**config.mk**
```make
export PLATFORM = sky130hd
export DESIGN_NAME = mem_access_ctrl_flat
export DESIGN_NICKNAME = d
export VERILOG_FILES = /design/src/rtl/mem_access_ctrl_if.sv /design/src/rtl/mem_access_ctrl.sv /design/src/flat_wrapper.sv
export SDC_FILE = /design/constraint.sdc
export NUM_CORES = 1
export LEC_CHECK = 0
export ABC_AREA = 1
export ABC_CLOCK_PERIOD_IN_PS = 4400
export CAP_MARGIN = 10
export CORE_ASPECT_RATIO = 2
export CORE_MARGIN = 2
export CORE_UTILIZATION = 47
export DETAILED_ROUTE_END_ITERATION = 10
export PLACE_DENSITY_LB_ADDON = 0.2
export SLEW_MARGIN = 10
export SYNTH_ARGS = -nofsm -noshare
export SYNTH_HDL_FRONTEND = slang
export SYNTH_SLANG_ARGS = --single-unit
export TNS_END_PERCENT = 1
```
**constraint.sdc**
```tcl
create_clock -name clk_i -period 4.4 [get_ports clk_i]
set_input_delay 0.88 -clock clk_i [delete_from_list [all_inputs] [get_ports clk_i]]
set_output_delay 0.88 -clock clk_i [all_outputs]
set_load 0.02 [all_outputs]
```
**src/rtl/mem_access_ctrl_if.sv**
```systemverilog
// Request/response handshake and RAM port bundle for mem_access_ctrl.
// slave = controller side, master = requester/RAM side.
interface mem_access_ctrl_if #(
  parameter int unsigned WIDTH = 32
);
  logic             req_valid_i;
  logic             req_ready_o;
  logic             req_we_i;
  logic [1:0]       req_size_i;
  logic             req_unsigned_i;
  logic [WIDTH-1:0] req_addr_i;
  logic [WIDTH-1:0] req_wdata_i;
  logic             resp_valid_o;
  logic [WIDTH-1:0] resp_rdata_o;
  logic             resp_err_o;
  logic [WIDTH-1:0] mem_a_o;
  logic             mem_we_o;
  logic [WIDTH-1:0] mem_wd_o;
  logic [WIDTH-1:0] mem_rd_i;

  modport slave (
    input  req_valid_i, req_we_i, req_size_i, req_unsigned_i, req_addr_i,
           req_wdata_i, mem_rd_i,
    output req_ready_o, resp_valid_o, resp_rdata_o, resp_err_o,
           mem_a_o, mem_we_o, mem_wd_o
  );

  modport master (
    output req_valid_i, req_we_i, req_size_i, req_unsigned_i, req_addr_i,
           req_wdata_i, mem_rd_i,
    input  req_ready_o, resp_valid_o, resp_rdata_o, resp_err_o,
           mem_a_o, mem_we_o, mem_wd_o
  );
endinterface

```
**src/rtl/mem_access_ctrl.sv**
```systemverilog
// Single-access load/store controller with byte/half read-modify-write.
// Optional misalignment trap: define MEM_ACCESS_MISALIGN_TRAP_EN.
module mem_access_ctrl #(
  parameter int unsigned WIDTH = 32
) (
  input  logic             clk_i,
  input  logic             rst_ni,
  mem_access_ctrl_if.slave bus
);

  typedef enum logic [1:0] {IDLE, READ, WRITE, RESP} state_e;

  state_e           state_q, state_d;
  logic             we_q, we_d;
  logic [1:0]       size_q, size_d;
  logic             uns_q, uns_d;
  logic             err_q, err_d;
  logic [WIDTH-1:0] addr_q, addr_d;
  logic [WIDTH-1:0] wdata_q, wdata_d;
  logic [WIDTH-1:0] cap_q, cap_d;

  logic             ready;
  logic             resp_valid;
  logic             resp_err;
  logic [WIDTH-1:0] resp_rdata;
  logic [WIDTH-1:0] mem_a;
  logic             mem_we;
  logic [WIDTH-1:0] mem_wd;
  logic [WIDTH-1:0] ld_ext;
  logic             misalign;

`ifdef MEM_ACCESS_MISALIGN_TRAP_EN
  assign misalign = ((bus.req_size_i == 2'b01) && bus.req_addr_i[0])
                 || ((bus.req_size_i == 2'b10) && (bus.req_addr_i[1:0] != 2'b00))
                 ||  (bus.req_size_i == 2'b11);
`else
  assign misalign = 1'b0;
`endif

  always_comb begin
    unique case (size_q)
      2'b00:   ld_ext = {{(WIDTH-8){~uns_q & cap_q[7]}}, cap_q[7:0]};
      2'b01:   ld_ext = {{(WIDTH-16){~uns_q & cap_q[15]}}, cap_q[15:0]};
      default: ld_ext = cap_q;
    endcase
  end

  always_comb begin
    state_d    = state_q;
    we_d       = we_q;
    size_d     = size_q;
    uns_d      = uns_q;
    err_d      = err_q;
    addr_d     = addr_q;
    wdata_d    = wdata_q;
    cap_d      = cap_q;
    ready      = 1'b0;
    resp_valid = 1'b0;
    resp_err   = 1'b0;
    resp_rdata = '0;
    mem_a      = '0;
    mem_we     = 1'b0;
    mem_wd     = '0;

    unique case (state_q)
      IDLE: begin
        ready = 1'b1;
        if (bus.req_valid_i) begin
          we_d    = bus.req_we_i;
          size_d  = bus.req_size_i;
          uns_d   = bus.req_unsigned_i;
          addr_d  = bus.req_addr_i;
          wdata_d = bus.req_wdata_i;
          err_d   = misalign;
          // Sub-word stores must fetch the surrounding word before writing it back.
          if (misalign)
            state_d = RESP;
          else if (bus.req_we_i && (bus.req_size_i[1] == 1'b0))
            state_d = READ;
          else if (bus.req_we_i)
            state_d = WRITE;
          else
            state_d = READ;
        end
      end
      READ: begin
        mem_a   = addr_q;
        cap_d   = bus.mem_rd_i;
        state_d = we_q ? WRITE : RESP;
      end
      WRITE: begin
        mem_a  = addr_q;
        mem_we = 1'b1;
        unique case (size_q)
          2'b00:   mem_wd = {cap_q[WIDTH-1:8], wdata_q[7:0]};
          2'b01:   mem_wd = {cap_q[WIDTH-1:16], wdata_q[15:0]};
          default: mem_wd = wdata_q;
        endcase
        state_d = RESP;
      end
      RESP: begin
        resp_valid = 1'b1;
        resp_err   = err_q;
        if (!we_q && !err_q) resp_rdata = ld_ext;
        state_d = IDLE;
      end
      default: state_d = IDLE;
    endcase
  end

  always_ff @(posedge clk_i or negedge rst_ni) begin
    if (!rst_ni) begin
      state_q <= IDLE;
      we_q    <= 1'b0;
      size_q  <= '0;
      uns_q   <= 1'b0;
      err_q   <= 1'b0;
      addr_q  <= '0;
      wdata_q <= '0;
      cap_q   <= '0;
    end else begin
      state_q <= state_d;
      we_q    <= we_d;
      size_q  <= size_d;
      uns_q   <= uns_d;
      err_q   <= err_d;
      addr_q  <= addr_d;
      wdata_q <= wdata_d;
      cap_q   <= cap_d;
    end
  end

  assign bus.req_ready_o  = ready;
  assign bus.resp_valid_o = resp_valid;
  assign bus.resp_err_o   = resp_err;
  assign bus.resp_rdata_o = resp_rdata;
  assign bus.mem_a_o      = mem_a;
  assign bus.mem_we_o     = mem_we;
  assign bus.mem_wd_o     = mem_wd;

endmodule

```
**src/flat_wrapper.sv**
```systemverilog
// flat-port wrapper written by rule: the top's interface ports become plain ports
module mem_access_ctrl_flat 
#(
  parameter int unsigned WIDTH = 32
)
  (clk_i, rst_ni, bus_req_valid_i, bus_req_we_i, bus_req_size_i, bus_req_unsigned_i, bus_req_addr_i, bus_req_wdata_i, bus_mem_rd_i, bus_req_ready_o, bus_resp_valid_o, bus_resp_rdata_o, bus_resp_err_o, bus_mem_a_o, bus_mem_we_o, bus_mem_wd_o);
  mem_access_ctrl_if #(.WIDTH(WIDTH)) bus_i ();
  input  logic clk_i;
  input  logic rst_ni;
  input wire logic [$bits(bus_i.req_valid_i)-1:0] bus_req_valid_i;
  input wire logic [$bits(bus_i.req_we_i)-1:0] bus_req_we_i;
  input wire logic [$bits(bus_i.req_size_i)-1:0] bus_req_size_i;
  input wire logic [$bits(bus_i.req_unsigned_i)-1:0] bus_req_unsigned_i;
  input wire logic [$bits(bus_i.req_addr_i)-1:0] bus_req_addr_i;
  input wire logic [$bits(bus_i.req_wdata_i)-1:0] bus_req_wdata_i;
  input wire logic [$bits(bus_i.mem_rd_i)-1:0] bus_mem_rd_i;
  output wire logic [$bits(bus_i.req_ready_o)-1:0] bus_req_ready_o;
  output wire logic [$bits(bus_i.resp_valid_o)-1:0] bus_resp_valid_o;
  output wire logic [$bits(bus_i.resp_rdata_o)-1:0] bus_resp_rdata_o;
  output wire logic [$bits(bus_i.resp_err_o)-1:0] bus_resp_err_o;
  output wire logic [$bits(bus_i.mem_a_o)-1:0] bus_mem_a_o;
  output wire logic [$bits(bus_i.mem_we_o)-1:0] bus_mem_we_o;
  output wire logic [$bits(bus_i.mem_wd_o)-1:0] bus_mem_wd_o;
  assign bus_i.req_valid_i = bus_req_valid_i;
  assign bus_i.req_we_i = bus_req_we_i;
  assign bus_i.req_size_i = bus_req_size_i;
  assign bus_i.req_unsigned_i = bus_req_unsigned_i;
  assign bus_i.req_addr_i = bus_req_addr_i;
  assign bus_i.req_wdata_i = bus_req_wdata_i;
  assign bus_i.mem_rd_i = bus_mem_rd_i;
  assign bus_req_ready_o = bus_i.req_ready_o;
  assign bus_resp_valid_o = bus_i.resp_valid_o;
  assign bus_resp_rdata_o = bus_i.resp_rdata_o;
  assign bus_resp_err_o = bus_i.resp_err_o;
  assign bus_mem_a_o = bus_i.mem_a_o;
  assign bus_mem_we_o = bus_i.mem_we_o;
  assign bus_mem_wd_o = bus_i.mem_wd_o;
  mem_access_ctrl #(.WIDTH(WIDTH)) u_core (.clk_i(clk_i), .rst_ni(rst_ni), .bus(bus_i));
endmodule
```
==> key figures, run 1 <==
Yosys
  • Syn Std Cell Area: between 5000 and 6000 um^2
  • Yosys cell types: 21
  • Seq/Total Area, Yosys: 0.5070
  • Syn nets: 764
  • Gate Count Post-Synth: around 660
  • Mean post-synth cell area: between 7 and 8 um^2
  • Post-synth top area share: 0.5070
  • Ranking of synthesized cells by area: dfrtp_1, nand2_1, nand3_1
  • Synthesis-stage register bit count: between 100 and 150
  • Total of warnings raised by yosys: 0
  • Dominant cell type by area after synthesis: dfrtp_1

Worst setup path
  • Peak per-stage delay on the critical path: ~0.62 ns
  • R2R Setup Slk: a little under 2 ns
  • CP max FO: 18
  • Worst setup SP type: flop
  • CP endpoint kind: primary output
  • FF-to-FF End: u_core.size_q[0]
  • Worst Setup Path Type: reg2out
  • CP max-delay cell: clkdlybuf4s50_1
  • Worst EP required: about 3.5 ns
  • Arr. time, crit path: around 2.6 ns
  • Worst R2R Path Depth: 6
  • Reg2Reg Launch Point: u_core.state_q[0]
  • Critical path, cell by cell: inv_1 -> ha_1 -> buf_4 -> o21ai_0 -> a21oi_1 -> clkdlybuf4s50_1

Outcome
  • Status: finished clean

STA
  • Min cycle time layout: between 3 and 4 ns
  • Final worst slack: 0.8761 ns
  • Final hold vios: 0
  • Upper clock frequency limit: ~280 MHz
  • Slew headroom: 0.3699
  • Post-route setup TNS: 0 ns
  • Final setup skew: 0.008047 ns
  • Fin. max-slew vios: 0
  • Final worst-path cycle share: 0.8009
  • Final setup vio count: 0
  • RSZ-0062 raised after global routing: no
  • Slew @ Worst Pin: between 0.9 and 1 ns

Global route
  • First-pass GRT wire length: ~23 mm
  • Largest net degree at the start of global routing: 73
  • Vias in the first global route: between 4000 and 5000
  • Initial antenna violation count: 0
  • Total track usage: 0.2489
  • Overflow after GRT: 0

Detailed routing
  • Top sig layer: met4
  • TritonRoute pass-1 iters: 6
  • DR WL met2: a little under 8 mm
  • DR WL/cell: around 15 um
  • Via count: 4839
  • DR vias/cell: around 5
  • Starting DRT DRC Count: 259
  • Final WL: roughly 14 mm
  • Antenna Nets Post-Route: 0
  • WL met3: between 800 and 900 um
  • Remaining DRCs: 0
  • Met1 WL: a little over 5 mm

Clock tree
  • CTS Sinks: just over 100
  • CTS Buffer Depth: 2
  • Hold_buf cts: 0
  • Root Buffer Master: clkbuf_16
  • CTS tree: yes
  • # Post-CTS Setup Buffers: 0
  • Worst-Skew Late Latency: ~0.34 ns
  • Reg clk slew, reported paths: 0.07 ns
  • Post-cts resize count: 0
  • CTS Buf Count: 9
  • CTS HTree Levels: 3

Pwr
  • VDD IR max: around 0.64 mV
  • NetSw: 2.147 mW
  • Internal: around 2.9 mW
  • Leakage: approximately 3.7 nW
  • Pwr Density: 682.4 nW/um^2
  • Sequential fraction of design power: 0.330
  • Clock network power share: 0.160
  • Comb power frac: 0.511
  • Sw frac: 0.4289

Placed design
  • Routability cong.: ~0.84
  • Number of buffers added on ports: ~200
  • Dpl ws: roughly 1.2 ns
  • Post-DP HPWL: 10.39 mm

Floorplan
  • Placement Rows: 53
  • Core outline area: roughly 10000 um^2
  • Die Area: 11610 um^2
  • Die width: 77.19 um
  • I/O pin cnt: 203
  • Die Span Y: roughly 150 um
  • Starting Density: 0.4805

Final layout
  • Multi-input logic area: around 2000 um^2
  • Layout cell share with drive strength beyond 1: 0.04802
  • Syn-to-layout area delta: 45.70%
  • Seq. cell area: ~2600 um^2
  • Fillers: 890
  • ANT cells: 0
  • NumNets Final: between 900 and 1000

Min path
  • Hold path start: u_core.wdata_q[14]
  • Worst hold endpoint: u_core.wdata_q[14]
  • Hold Path Class: reg2reg
  • Hold path depth: 2

Run
  • Max Cap Viol: 0
-- routing by layer --
layer,vias up,global-route usage
li1,2383,-
met3,25,0.04436
met4,0,0.09911
met1,2261,0.2748
met2,170,0.4657
met5,-,0
-- Yosys cell counts --
master / n
nand2_1: 210
dfrtp_1: 102
inv_1: 72
nand3_1: 68
o21ai_0: 65
nor2_1: 46
buf_2: 29
a21oi_1: 28
clkbuf_1: 10
mux2_2: 8
ha_1: 5
buf_6: 2
inv_2: 2
nor2_4: 2
buf_1: 1
buf_4: 1
clkbuf_2: 1
conb_1: 1
nand2_2: 1
nand2_4: 1
nor2_8: 1
-- through the flow --
step | instance area (um^2) | hold WS (ns) | power [mW] | util | cells
final | 7336 | 0.4672 | 5.006 | 0.7001 | 970
after global placement | 7027 | 0.4506 | 4.136 | 0.6706 | 954
after CTS | 7331 | 0.4714 | 5.049 | 0.6997 | 970
after global routing | 7336 | 0.5081 | 5.402 | 0.7001 | 970
after floorplan | 5035 | 0.4367 | 3.227 | - | 656
after detailed placement | 7027 | 0.4545 | 4.223 | 0.6706 | 954
-- worst max path at each step --
stage | start | to | slack, ns
2_1_floorplan | u_core.state_q[0] | bus_mem_wd_o[14] | 1.98
3_3_place_gp | u_core.state_q[0] | bus_mem_wd_o[26] | 1.37
3_5_place_dp | u_core.state_q[0] | bus_mem_wd_o[28] | 1.24
4_1_cts | u_core.state_q[0] | bus_mem_wd_o[28] | 0.87
5_1_grt | u_core.state_q[0] | bus_mem_wd_o[21] | 0.67
6_report | u_core.state_q[0] | bus_mem_wd_o[28] | 0.88
-- critical path: cells and delay by family (launching register included) --
family	cells	cell delay, ns
buffers and inverters	3	1.06
adder cells (fa/ha/maj)	1	0.53
AO/OA/AOI/OAI	2	0.29
flip-flops	1	0.43
-- registers in the layout, indices dropped and copies added, names as in the netlist --
signal,count
u_core.addr_q,32
u_core.cap_q,32
u_core.size_q,2
u_core.state_q,2
u_core.uns_q,1
u_core.wdata_q,32
u_core.we_q,1
-- placed cells by master (no fill, tap or decap) --
master / synthesis / final
clkdlybuf4s50_1: 0 / 199
nand2_2: 1 / 1
bufinv_16: 0 / 1
inv_2: 2 / 2
a21oi_1: 28 / 28
inv_6: 0 / 3
o21ai_0: 65 / 65
inv_1: 72 / 72
clkinv_4: 0 / 2
nand3_1: 68 / 68
mux2_2: 8 / 8
nand2_1: 210 / 209
nor2_1: 46 / 46
buf_4: 1 / 5
nand2_4: 1 / 2
ha_2: 0 / 2
ha_1: 5 / 3
dfrtp_1: 102 / 102
nor2_8: 1 / 1
nor2_4: 2 / 2
clkinv_2: 0 / 1
buf_2: 29 / 1
conb_1: 1 / 1
clkbuf_16: 0 / 9
-- layout make-up --
type / count / share of cell area
Clock buffer: 9 / 0.03070
Clock inverter: 7 / 0.01075
Inverter: 74 / 0.03786
Multi-Input combinational cell: 436 / 0.2720
Sequential cell: 102 / 0.3479
Tap cell: 137 / 0.02337
Timing Repair Buffer: 205 / 0.2773
-- cell families (layout without fill, tap and decap cells) --
family / count (synthesis) / count (layout) / synth area share
AO/OA/AOI/OAI: 93 / 93 / 0.09244
adder cells (fa/ha/maj): 5 / 5 / 0.01243
buffers and inverters: 118 / 295 / 0.09916
flip-flops: 102 / 102 / 0.5070
multiplexers: 8 / 8 / 0.01789
other: 1 / 1 / 0.0007448
AND/OR/NAND/NOR: 329 / 329 / 0.2704
-- power by group through the flow --
stage | Clock [mW] | Combinational, mW | Sequential (mW)
floorplan | 0 | 1.65 | 1.58
global placement | 0 | 2.50 | 1.64
detailed placement | 0 | 2.57 | 1.65
CTS | 0.821 | 2.58 | 1.65
global route | 0.849 | 2.85 | 1.70
finish | 0.799 | 2.56 | 1.65
Note: power is estimated with default switching activity, not from simulation.
==> inputs of run 2 (changes only) <==
- ABC_CLOCK_PERIOD_IN_PS: 4400 -> 3200
- CORE_UTILIZATION: 47 -> 39
- clock period: 4.4 -> 3.2 ns (I/O delays scaled with it)
==> key figures, run 2 (synthesized netlist as in run 1, its figures left out) <==
Outcome
  • Status: finished clean (unchanged)

Floorplan
  • Core outline area: 12630 um^2 (was 10480 um^2)
  • Die Area: 13890 um^2 (was 11610 um^2)
  • Placement Rows: 58 (was 53)
  • Die Span Y: 164.7 um (was 150.4 um)
  • I/O pin cnt: 203 (unchanged)
  • Starting Density: 0.3987 (was 0.4805)
  • Die width: 84.34 um (was 77.19 um)

Detailed routing
  • Final WL: 13.90 mm (was 14.10 mm)
  • DR WL/cell: 14.07 um (was 14.53 um)
  • Antenna Nets Post-Route: 0 (unchanged)
  • TritonRoute pass-1 iters: 4 (was 6)
  • Remaining DRCs: 0 (unchanged)
  • Starting DRT DRC Count: 201 (was 259)
  • Via count: 4741 (was 4839)
  • DR vias/cell: 4.799 (was 4.989)

STA
  • Final worst-path cycle share: 0.9417
  • Fin. max-slew vios: 0 (unchanged)
  • RSZ-0062 raised after global routing: yes (was no)
  • Final setup vio count: 0 (unchanged)
  • Final setup skew: 0.006927 ns (was 0.008047 ns)
  • Slew headroom: 0.4891 (was 0.3699)
  • Slew @ Worst Pin: 0.7636 ns (was 0.9451 ns)
  • Min cycle time layout: between 3 and 4 ns
  • Upper clock frequency limit: approximately 330 MHz
  • Final hold slack: 0.3502 ns (was 0.4672 ns)
  • Post-route setup TNS: 0 ns (unchanged)
  • Final hold vios: 0 (unchanged)

Clock tree
  • Reg clk slew, reported paths: 0.07 ns (about the same)
  • Root Buffer Master: clkbuf_16 (unchanged)
  • CTS HTree Levels: 3 (unchanged)
  • CTS Buf Count: 9 (unchanged)
  • CTS Sinks: 102 (unchanged)
  • Worst-Skew Late Latency: 0.34 ns (about the same)
  • CTS Buffer Depth: 2 (unchanged)
  • CTS tree: yes (unchanged)
  • Hold_buf cts: 0 (unchanged)

Run
  • Max Cap Viol: 0 (unchanged)

Pwr
  • Power, Total: 6.862 mW (was 5.006 mW)
  • Clock network power share: 0.155 (was 0.160)
  • Sequential fraction of design power: 0.328 (was 0.330)
  • VDD IR max: 0.6331 mV (was 0.6371 mV)
  • Sw frac: 0.4284 (was 0.4289)
  • Internal: 3.922 mW (was 2.859 mW)
  • NetSw: 2.940 mW (was 2.147 mW)
  • Pwr Density: 928.1 nW/um^2 (was 682.4 nW/um^2)
  • Comb power frac: 0.517 (was 0.511)
  • Leakage: 3.680 nW (was 3.669 nW)

Final layout
  • NumNets Final: 941 (was 936)
  • Layout cell share with drive strength beyond 1: 0.05489 (was 0.04802)
  • Fillers: 1142 (was 890)
  • Syn-to-layout area delta: 46.84% (was 45.70%)
  • Commonest non-fill, non-tap cell in the layout: nand2_1 (unchanged)
  • ANT cells: 0 (unchanged)
  • Cell area after layout: 7393 um^2 (was 7336 um^2)
  • Regs by FF count: u_core.addr_q: 32 flops, u_core.cap_q: 32 flops, u_core.wdata_q: 32 flops (unchanged)
  • Most frequent cells in the layout: nand2_1, clkdlybuf4s50_1, dfrtp_1 (unchanged)

Placed design
  • Area after DPL: 7086 um^2 (was 7027 um^2)
  • Routability cong.: 0.8026 (was 0.8390)
  • Number of buffers added on ports: 201 (unchanged)
  • Post-DP HPWL: 10.32 mm (was 10.39 mm)

Worst setup path
  • Worst Setup Path Type: reg2out (unchanged)
  • Arr. time, crit path: 2.37 ns (was 2.64 ns)
  • Worst setup SP type: flop (unchanged)
  • CP endpoint kind: primary output (unchanged)
  • Worst EP required: 2.56 ns (was 3.52 ns)
  • CP max FO: 33 (was 18)

Global route
  • Largest net degree at the start of global routing: 66 (was 73)
  • Initial antenna violation count: 0 (unchanged)
  • Overflow after GRT: 0 (unchanged)
  • Vias in the first global route: 4902 (was 4792)
  • Total track usage: 0.2035 (was 0.2489)
  • First-pass GRT wire length: 22.97 mm (was 23.09 mm)

Min path
  • Hold Path Class: in2async (was reg2reg)
[run 2: changes by cell type in the layout (fill, tap and decap cells not counted)]
cell        before  now
nand2_4          2    1
bufinv_16        1    0
clkinvlp_4       0    1
buf_4            5    8
clkinv_4         2    1
nand2_2          1    2
buf_12           0    1
clkbuf_8         0    2
buf_6            0    1
inv_1           72   71
[run 2: final cells by class]
class                   instances  area, um^2  share of cell area
clock buffers                  11       252.7             0.03419
multi-input cells             436        1991              0.2693
repair buffers                210        2088              0.2825
inverters                      74       281.5             0.03808
well taps                     150       187.7             0.02539
flip-flops and latches        102        2552              0.3452
clock inverters                 5       40.04            0.005415
[run 2: critical path, stage by stage (launching register included)]
cell and delay, ns:
dfrtp_1 0.39, inv_1 0.10, ha_2 0.72, nand2_1 0.13, inv_1 0.09, clkdlybuf4s50_1 0.60
[run 2: what timing repair did]
| action | 4_1_cts | 5_1_grt |
|---|---|---|
| setup buffers | 0 | 1 |
| endpoints found under the setup margin | 0 | 19 |
| resized for setup | 0 | 2 |
[run 2: power groups by stage]
stage / logic [mW] / clock network (mW) / registers [mW]
finish: 3.55 / 1.06 / 2.25
global route: 3.96 / 1.14 / 2.33
CTS: 3.60 / 1.09 / 2.25
detailed placement: 3.58 / 0 / 2.27
global placement: 3.49 / 0 / 2.25
floorplan: 2.27 / 0 / 2.17
[run 2: worst paths after layout]
| kind | endpoint | from | slack, ns | depth (start not counted) |
|---|---|---|---|---|
| worst max-delay path | bus_mem_a_o[3] | u_core.state_q[1] | 0.19 | 5 |
| worst min-delay path | u_core.cap_q[26] | rst_ni | 0.35 | 1 |
| worst max register to register | u_core.wdata_q[21] | u_core.state_q[0] | 0.92 | 7 |
| worst min register to register | u_core.wdata_q[28] | u_core.wdata_q[28] | 0.47 | 2 |
| max in group asynchronous | u_core.wdata_q[24] | rst_ni | 2.12 | 2 |
| min in group clk_i | u_core.wdata_q[28] | u_core.wdata_q[28] | 0.47 | 2 |
[run 2: routing by layer]
metal  part of all wire  global-route usage
met5                  0                   0
met4              0.034             0.08658
met3              0.051             0.04048
met1               0.39              0.2344
met2               0.53              0.3647
[run 2: stage by stage]
stage	utilization	instances	setup slack, ns
final	0.5855	988	0.1865
after global routing	0.5855	988	-0.01530
after global placement	0.5611	971	0.5728
after CTS	0.5843	987	0.06181
after detailed placement	0.5611	971	0.4190
after floorplan	-	656	1.018
